--- src/rtl/conv_weight_loader.sv ---
// rtl/conv_weight_loader.sv - weight-write master: streams host words to consecutive conv weight addresses
// Optional feature macro: CONV_WEIGHT_LOADER_CHECKSUM_EN (adds checksum trailer word and checksum/checksum_ok outputs)
module conv_weight_loader #(
  parameter int          KERNEL_0    = 3,
  parameter int          KERNEL_1    = 3,
  parameter int          IN_CHANNEL  = 2,
  parameter int          OUT_CHANNEL = 4,
  parameter logic [31:0] BASE_ADDR   = 32'd0,
  parameter int          NUM_WORDS   = KERNEL_0*KERNEL_1*IN_CHANNEL*OUT_CHANNEL + OUT_CHANNEL + 2
) (
  input  logic        clk,
  input  logic        rst_n,
  input  logic        start,
  input  logic [31:0] s_data,
  input  logic        s_valid,
  output logic        s_ready,
  output logic [31:0] weight_wr_data,
  output logic [31:0] weight_wr_addr,
  output logic        weight_wr_en,
  output logic        busy,
  output logic        done
`ifdef CONV_WEIGHT_LOADER_CHECKSUM_EN
  ,
  output logic [31:0] checksum,
  output logic        checksum_ok
`endif
);

  localparam int CNT_W = $clog2(NUM_WORDS + 1);
  localparam logic [CNT_W-1:0] LAST_IDX = CNT_W'(NUM_WORDS - 1);
  localparam logic [CNT_W-1:0] FULL_IDX = CNT_W'(NUM_WORDS);

  typedef enum logic [1:0] {
    S_IDLE   = 2'd0,
    S_LOAD   = 2'd1,
    S_FINISH = 2'd2
  } state_t;

  state_t            r_state;
  state_t            w_next_state;
  logic [CNT_W-1:0]  r_count;
  logic [31:0]       r_wr_data;
  logic [31:0]       r_wr_addr;
  logic              r_wr_en;
  logic              r_busy;
  logic              r_done;

  logic              w_start_acc;
  logic              w_xfer;
  logic              w_data_xfer;
  logic              w_last;

  assign w_start_acc = (r_state == S_IDLE) & start;
  assign w_xfer      = (r_state == S_LOAD) & s_valid;

`ifdef CONV_WEIGHT_LOADER_CHECKSUM_EN
  // Counter parks at NUM_WORDS while waiting for the trailer, which is never written out.
  assign w_data_xfer = w_xfer & (r_count != FULL_IDX);
  assign w_last      = w_xfer & (r_count == FULL_IDX);
`else
  assign w_data_xfer = w_xfer;
  assign w_last      = w_xfer & (r_count == LAST_IDX);
`endif

  always_ff @(posedge clk or negedge rst_n) begin
    if (!rst_n) begin
      r_state <= S_IDLE;
    end else begin
      r_state <= w_next_state;
    end
  end

  always_comb begin
    w_next_state = r_state;
    case (r_state)
      S_IDLE:   if (start) w_next_state = S_LOAD;
      S_LOAD:   if (w_last) w_next_state = S_FINISH;
      S_FINISH: w_next_state = S_IDLE;
      default:  w_next_state = S_IDLE;
    endcase
  end

  always_ff @(posedge clk or negedge rst_n) begin
    if (!rst_n) begin
      r_count   <= '0;
      r_wr_data <= '0;
      r_wr_addr <= '0;
      r_wr_en   <= 1'b0;
      r_busy    <= 1'b0;
      r_done    <= 1'b0;
    end else begin
      r_wr_en <= w_data_xfer;
      r_done  <= w_last;
      if (w_data_xfer) begin
        r_wr_data <= s_data;
        r_wr_addr <= BASE_ADDR + 32'(r_count);
        r_count   <= r_count + CNT_W'(1);
      end
      if (w_start_acc) begin
        r_busy  <= 1'b1;
        r_count <= '0;
      end else if (w_last) begin
        r_busy  <= 1'b0;
      end
    end
  end

`ifdef CONV_WEIGHT_LOADER_CHECKSUM_EN
  logic [31:0] r_checksum;
  logic        r_checksum_ok;

  always_ff @(posedge clk or negedge rst_n) begin
    if (!rst_n) begin
      r_checksum    <= '0;
      r_checksum_ok <= 1'b0;
    end else if (w_start_acc) begin
      r_checksum    <= '0;
      r_checksum_ok <= 1'b0;
    end else begin
      if (w_data_xfer) r_checksum <= r_checksum + s_data;
      if (w_last)      r_checksum_ok <= (s_data == r_checksum);
    end
  end

  assign checksum    = r_checksum;
  assign checksum_ok = r_checksum_ok;
`endif

  // s_ready is a pure decode of the state register, so it drops the cycle after the final accept.
  assign s_ready        = (r_state == S_LOAD);
  assign weight_wr_data = r_wr_data;
  assign weight_wr_addr = r_wr_addr;
  assign weight_wr_en   = r_wr_en;
  assign busy           = r_busy;
  assign done           = r_done;

endmodule

--- config.mk ---
export PLATFORM = sky130hd
export DESIGN_NAME = conv_weight_loader
export DESIGN_NICKNAME = d
export VERILOG_FILES = /design/src/rtl/conv_weight_loader.sv
export SDC_FILE = /design/constraint.sdc
export NUM_CORES = 1
export LEC_CHECK = 0
export ABC_CLOCK_PERIOD_IN_PS = 1350
export CAP_MARGIN = 25
export CELL_PAD_IN_SITES_DETAIL_PLACEMENT = 1
export CELL_PAD_IN_SITES_GLOBAL_PLACEMENT = 1
export CORE_UTILIZATION = 28
export DETAILED_ROUTE_END_ITERATION = 12
export GPL_ROUTABILITY_DRIVEN = 0
export GPL_TIMING_DRIVEN = 0
export PLACE_DENSITY_LB_ADDON = 0.1
export SLEW_MARGIN = 20
export SYNTH_ARGS = -nofsm -noshare
export SYNTH_HDL_FRONTEND = slang
export SYNTH_SLANG_ARGS = --single-unit
export TNS_END_PERCENT = 30
--- constraint.sdc ---
create_clock -name clk -period 1.35 [get_ports clk]
set_clock_uncertainty 0.2 [all_clocks]
set_input_delay 0.27 -clock clk [delete_from_list [all_inputs] [get_ports clk]]
set_output_delay 0.27 -clock clk [all_outputs]
set_load 0.02 [all_outputs]
# ---- Word-level counts from Yosys, hierarchy flattened
# Cells that the tools add are included.
dict set report op_classes {
  add_sub_neg 1
  mul 0
  n_div 0
  order_cmp 0
  eq_ne 4
  n_shift 0
  mux 7
  bitwise 3
  reduce_logical 4
}
# cell n
set op_table {}
lappend op_table {{$mux 7} 2}
lappend op_table {{$add 7x1->7 const B} 1}
lappend op_table {{$eq 7x7->1 const B} 1}
lappend op_table {{$mux 2} 2}
lappend op_table {{$pmux 2 s2} 1}
lappend op_table {{$reduce_bool 2->1} 2}
lappend op_table {{$and 1x1->1} 3}
lappend op_table {{$eq 2x1->1 const B} 1}
lappend op_table {{$logic_not 2->1} 1}
lappend op_table {{$mux 1} 2}
lappend op_table {{$ne 2x1->1 const B} 1}
lappend op_table {{$ne 2x2->1 const B} 1}
lappend op_table {{$reduce_and 2->1} 1}
dict set report totals {
  ff_bits 51
  latch_bits 0
  mem_bits_rw 0
  romBits 0
  output_inout_bits 68
  elab_cells 26
  n_memories 0
}

# ---- Longest topological paths before layout
dict set report logic_depth {
  ltp_word 5
  depth_mapped 5
}

# ---- Worst setup path after synthesis
# No wires, ideal clock.
dict set report synth_timing {
  kind {reg-to-reg}
  from {register r_state[1]}
  to {register r_count[3]}
  setup_ns 0.077
  arrival_ns 1.144
  required_time_ns 1.073
  slack_ns -0.072
  stages_incl_launch_ff 5
  synth_period_minus_slack_ns 1.422
  cell_sequence {dfrtp_1 nand3b_4 buf_6 or3_1 a21oi_1}
}
dict set report synth_via {
  elab_chain_len 3
}
# item line_no
set synth_lines {}
lappend synth_lines {{start: declaration} 39} ;# state_t r_state;
lappend synth_lines {{start signal: assignment} 69} ;# r_state <= w_next_state;
lappend synth_lines {{$eq 2x1->1 or $logic_not 2->1 (tied branches)} {54, 53}}
lappend synth_lines {{$and 1x1->1, on equally long branches} {54, 53}}
lappend synth_lines {{$reduce_bool 2->1 (no source line) or $mux 7 (tied branches)} -}
lappend synth_lines {{end signal: assignment} 97} ;# r_count <= r_count + CNT_W'(1);
lappend synth_lines {{end: declaration} 41} ;# logic [CNT_W-1:0] r_count;
# Parallel ways exist; a longest one is shown, timed or not.
# A chain may end at the register's enable or synchronous reset.

# ---- Worst setup path in the final report
dict set report layout_timing {
  from {register r_state[1]}
  to {output port s_ready}
}
dict set report layout_via {
  elab_chain_len 1
}
# item line_no
set layout_lines {}
lappend layout_lines {{$eq 2x1->1} 130} ;# assign s_ready = (r_state == S_LOAD);
lappend layout_lines {{end: declaration} 16} ;# output logic s_ready,
# Every way passes these cells.

==> out/results.ini <==
[timing]
setup_violations=48
timing.fmax_ghz=0.658
setup_slack_ns=-0.169
period_share=1.13
final-max-slew-violation-count=0
whs_ns=0.279
rsz0062_at_grt=true
finalSetupTns_ns=-6.31
period_needed_ns=1.52
final_hold_viol_count=0

[cts]
numCtsBuffers=5
cts_num_sinks=51
h-tree-depth=2
root_buffer=clkbuf_8
clk-insertion-delay-late_ns=0.31
cts_buffer_depth=2
tritoncts=done
clkTransAtPathRegs_ns=0.09

[job]
cap_violations=0

[power_and_ir_drop]
internal_power_w=0.00307
combPwrFrac=0.300
power_leakage_nw=1.53
pwr_density_cell_nw_per_um2=1380
sw_frac_of_total=0.316
clkPwrFrac=0.247
seqPwrFrac=0.452
switching_power_w=0.00142
peakVddDrop_mv=0.531

[routing]
drcViolationCount=0
routed_via_density=4.15
routed_wl_microns=5030
drtIter0Drc=13
first_pass_iters=3
wl_per_cell_microns=13.3
vias=1574
ant_nets=0

[global_route]
antenna_found_initial=0
grt_remaining_overflow=0
grt_pass1_vias=1695
grt_pass1_wl_microns=8230
grt_max_degree=52
track_usage=0.126

[synth]
ys_warn_count=0
postSynthCellCount=163
synth_most_common_cell=dfrtp_1
synthTopCellsByArea=dfrtp_1, mux2_2, buf_4, nand2_1, ha_1
synth.yosys.seq_area_share=0.581
synth_top_area_frac=0.581
async_flop_share=1.00
ys_ff_latch=51
synth_edf_count=0
ys_types=25
yosys.area.top_type=dfrtp_1
syn_area_sq_um=2200
synth_area_per_cell_sq_um=13.5
synthFlopType=dfrtp_1
synth_common_cells=dfrtp_1, mux2_2, buf_4

[worst_setup_path]
critical_path_class=reg -> out
critical_path.cell_chain=nand2b_4, inv_2, buf_6
critPathCaptureType=primary output
critPathSlowestCell=dfrtp_1
worstPathRequired_ns=0.88
cp_top_family=flip-flops
critPathArrivalTime_ns=1.05
cp_max_fo=5
cp_num_buf_inv=2
crit_path_start_kind=register
max_stage_delay_ns=0.43

[run_status]
violations=setup timing
status=finished, violations left

[floorplan]
dieArea_sq_um=8200
rows=31
start_util=0.296
io_pins=104
core-area_sq_um=7410
die_width_microns=90.6
fp.dieH_microns=90.6

[placement]
preCtsSetupSlack_ns=-0.620
portBuffers=78
dpl.hpwl_microns=3490

[final_layout]
multiInputGateArea_sq_um=840
fillers=804
fin_nets=317
regArea_sq_um=1280
antenna_cells=0
syn2layout_area_growth_pct=48.8
drive_above_1_share=0.507

[hold_path]
hold_path.class=in -> async

==> cell families after synthesis <==
logic type | Yosys count | synth area share
buf+inv | 34 | 0.107
xor+xnor | 2 | 0.00798
flops | 51 | 0.581
fa+ha+maj | 2 | 0.0114
mux | 40 | 0.204
other cells | 1 | 0.00171
simple gates | 25 | 0.0690
compound gates | 8 | 0.0182
==> timing repair <==
item	in CTS	in global routing
hold buffers	1	0
pin swaps	0	6
setup endpoints to repair	92	86
buffers inserted	2	4
resized for setup	187	20
endpoints found under the hold margin	51	0
==> sequential cells by signal, summed over array words and instances, names as in the netlist <==
name	flops
busy	1
weight_wr_addr	7
weight_wr_en	1
r_state	2
done	1
r_count	7
weight_wr_data	32
==> routing by layer <==
metal	GRT usage	up-vias	share of wire	wire length [microns]
met1	0.157	776	0.41	2050
met4	0.0524	0	0.016	78
li1	-	731	-	-
met2	0.211	60	0.51	2580
met5	0	-	0	0
met3	0.0286	7	0.064	323
==> through the flow <==
step | util | power, W | instance area, sq um | std cells
6_report | 0.441 | 0.00449 | 3270 | 379
4_1_cts | 0.428 | 0.00438 | 3170 | 375
3_3_place_gp | 0.431 | 0.00337 | 3190 | 364
2_1_floorplan | - | 0.00275 | 2290 | 187
5_1_grt | 0.441 | 0.00479 | 3270 | 379
3_5_place_dp | 0.430 | 0.00339 | 3190 | 364
==> final cells by class <==
| type | count | area share |
|---|---|---|
| buffer | 30 | 0.0724 |
| clock buffer | 6 | 0.0253 |
| sequential | 51 | 0.392 |
| clock inverter | 2 | 0.0107 |
| tap | 99 | 0.0379 |
| timing repair buffer | 85 | 0.201 |
| inverter | 4 | 0.00459 |
| multi-input combinational | 102 | 0.257 |
==> power groups by stage <==
stage,Combinational [W],Clock (W),Sequential [W]
3_5_place_dp,0.00135,0,0.00205
6_report,0.00135,0.00111,0.00203
4_1_cts,0.00120,0.00116,0.00202
5_1_grt,0.00149,0.00122,0.00208
3_3_place_gp,0.00133,0,0.00204
2_1_floorplan,0.000513,0,0.00224
==> layout by cell type, fill, tap and decap left out, types with 2 or more instances in the layout <==
cell / Yosys / layout
dfrtp_1: 51 / 48
buf_6: 1 / 6
nand2_1: 7 / 7
nand3_1: 2 / 2
inv_2: 0 / 2
nor2_1: 2 / 2
buf_4: 25 / 32
xor2_1: 2 / 2
ha_4: 0 / 2
nor3_1: 4 / 2
o21ai_0: 5 / 3
inv_1: 4 / 2
dfrtp_2: 0 / 3
or3_1: 2 / 2
clkdlybuf4s50_1: 0 / 33
mux2_2: 38 / 38
a21oi_2: 0 / 2
conb_1: 1 / 25
clkbuf_8: 0 / 6
buf_2: 4 / 40
mux2i_1: 2 / 2
o21ai_1: 0 / 2
==> worst paths after layout <==
| kind | start | endpoint | slack (ns) | cells after the start |
|---|---|---|---|---|
| worst max-delay path | r_state[1] | s_ready | -0.17 | 3 |
| worst min-delay path | rst_n | weight_wr_data[3] | 0.28 | 2 |
| worst max register to register | r_state[1] | r_count[4] | -0.17 | 4 |
| worst min register to register | weight_wr_addr[1] | weight_wr_addr[1] | 0.29 | 2 |
| max in group asynchronous | rst_n | r_count[1] | 0.31 | 2 |
| min in group clk | weight_wr_addr[1] | weight_wr_addr[1] | 0.29 | 2 |
Note: power is estimated with default switching activity, not from simulation.
==> RTL edit: new RTL, config.mk and constraints unchanged <==
The parameter `KERNEL_1` goes from 3 to 6.
--- a/src/rtl/conv_weight_loader.sv
+++ b/src/rtl/conv_weight_loader.sv
@@ -3,5 +3,5 @@
 module conv_weight_loader #(
   parameter int          KERNEL_0    = 3,
-  parameter int          KERNEL_1    = 3,
+  parameter int          KERNEL_1    = 6,
   parameter int          IN_CHANNEL  = 2,
   parameter int          OUT_CHANNEL = 4,
Behaviour: same outputs for any inputs over 10 cycles, from zero or initial values and one cycle with rst_n low; that may be too few to reach the edited logic, so the function may still have changed.
==> RTL edit against the unedited design <==
- the run still ends with negative setup slack left
- first-iteration DRC count grew 150%
- routed wire length grew 22%
- critical path type is now reg2reg
- sequential cell count grew 2
- synthesized area grew 3.4%
- total power grew 3.8%
- final cell count grew 27%
- cell area grew 12%
- worst setup slack lost 190 ps
==> RTL edit: results (changes against the unedited design) <==
| Metric | Value |
|---|---|
| Ys async rst share | `1.00 (unchanged)` |
| Crit-path max FO | `2 (-3)` |
| Placed insts | `455 (+25%)` |
| Layout fillers | `919 (+14%)` |
| Critical path arrival | `1720 ps (+670 ps)` |
| Via density | `4.19 (+0.81%)` |
| Max reg flops | `32 (unchanged)` |
| H-Tree Depth | `2 (unchanged)` |
| Residual DRC | `0 (unchanged)` |
| Post-Synthesis Cells | `250 (+53%)` |
| Port Buf Inserts | `79 (+1.3%)` |
| Antenna Cells | `0 (unchanged)` |
| Layout cells sized above 1 | `0.347 (-0.160)` |
| Clock-pin transition on the worst setup and hold timing paths | `100 ps` |
| Post-synth top cells | `124 x nand2_1, 53 x dfrtp_1, 24 x buf_4` |
| Failing checks | `negative setup slack` |
| Total Nets Final | `417 (+32%)` |
| Top cells by area, synth | `dfrtp_1 58%, nand2_1 21%, buf_4 7.9%, clkbuf_1 1.5%, ha_1 1.1%` |
| Maximum VDD drop | `0.546 mV (+2.8%)` |
| Register area share after synthesis | `0.584 (+0.00315)` |
| Min-delay worst type | `in2async` |
| Clock Latency Late Sink | `310 ps (about the same)` |
| Final wirelength | `6160 µm (+22%)` |
| TritonCTS buffer count | `5 (unchanged)` |
| Tot GR Track Use | `0.149 (+0.0221)` |
| Deepest clock path buffer count | `2 (unchanged)` |
| Hold slack | `206 ps (-73.6 ps)` |
| CTS Root Cell | `clkbuf_8` |
| Initial antenna violation count | `0 (unchanged)` |
| Pleak | `1.94 nW (+27%)` |
| First-pass GRT wire length | `9920 µm (+21%)` |
| Final worst-path setup slack | `-362 ps (-193 ps)` |
| Vias in the first global route | `2078 (+23%)` |
| Distinct cell type count after synthesis | `26 (+4.0%)` |
| DR iter-0 viols | `32 (+19)` |
| Outcome | `complete, but fails checks` |
| Filler-free cell count of the finished design | `482 (+27%)` |
| Post-DP Area | `3350 µm² (+4.9%)` |
| Initial DRT Pass Iterations | `3 (unchanged)` |
| YS warnings | `0 (unchanged)` |
| Final setup viols | `53 (+10%)` |
| Largest net degree at the start of global routing | `29 (-44%)` |
| Hpwl dp | `4180 µm (+20%)` |
[RTL edit: path summary, 6_finish.rpt]
| path | endpoint | start | cells past startpoint |
|---|---|---|---|
| worst max register to register | r_state[0] | r_count[3] | 3 |
| worst max-delay path | r_state[0] | r_count[3] | 3 |
| worst min register to register | weight_wr_data[31] | weight_wr_data[31] | 2 |
| max in group asynchronous | weight_wr_data[9] | rst_n | 3 |
| worst min-delay path | weight_wr_addr[5] | rst_n | 2 |
| min in group clk | weight_wr_data[31] | weight_wr_data[31] | 2 |
[RTL edit: where the power goes]
part,switching (mW),internal [mW],total [mW]
registers,0.200,1.86,2.06
logic,0.913,0.741,1.65
clock network,0.529,0.417,0.946
total,1.64,3.02,4.66
[RTL edit: metal layers]
metal | up-vias | share of wire | GRT usage
met1 | 963 | 0.41 | 0.180
li1 | 990 | - | -
met3 | 7 | 0.072 | 0.0522
met5 | - | 0 | 0
met4 | 0 | 0.0089 | 0.0352
met2 | 58 | 0.51 | 0.253
[RTL edit: area by class of cell]
class,count,share of cell area
timing repair inverter,1,0.00239
inverter,3,0.00650
tap,102,0.0349
clock inverter,2,0.00376
buffer,32,0.0841
clock buffer,6,0.0226
timing repair buffer,99,0.237
sequential,53,0.364
multi-input combinational,184,0.245
[RTL edit: per-stage QoR]
stage          setup TNS (ps)  worst slack [ps]  total power, mW   util
2_1_floorplan           -3240              -363             2.90      -
3_3_place_gp          -145360             -2020             3.59  0.428
3_5_place_dp           -38290              -841             3.63  0.431
4_1_cts                 -5210              -375             4.48  0.433
5_1_grt                -11820              -388             4.97  0.471
6_report                -7360              -362             4.66  0.471
[RTL edit: cell families (layout without fill, tap and decap cells)]
| logic type | after synthesis | after routing | synth area share |
|---|---|---|---|
| AO/OA/AOI/OAI | 10 | 10 | 0.0243 |
| XOR/XNOR | 2 | 2 | 0.00772 |
| adder cells (fa/ha/maj) | 2 | 2 | 0.0110 |
| buffers and inverters | 36 | 143 | 0.0992 |
| flip-flops | 53 | 53 | 0.584 |
| multiplexers | 2 | 2 | 0.00882 |
| other | 1 | 24 | 0.00165 |
| AND/OR/NAND/NOR | 144 | 144 | 0.263 |
[RTL edit: critical path: stages (launching register included)]
cell     delay (ps)
dfrtp_2         420
or4b_4          520
or3_1           320
a21o_1          160
[RTL edit: what timing repair did]
item	CTS	global route
hold buffers	1	0
setup buffers	4	10
cloned	0	5
hold endpoints to repair	37	0
resized for setup	204	48
pin swaps	2	7
endpoints found under the setup margin	97	89
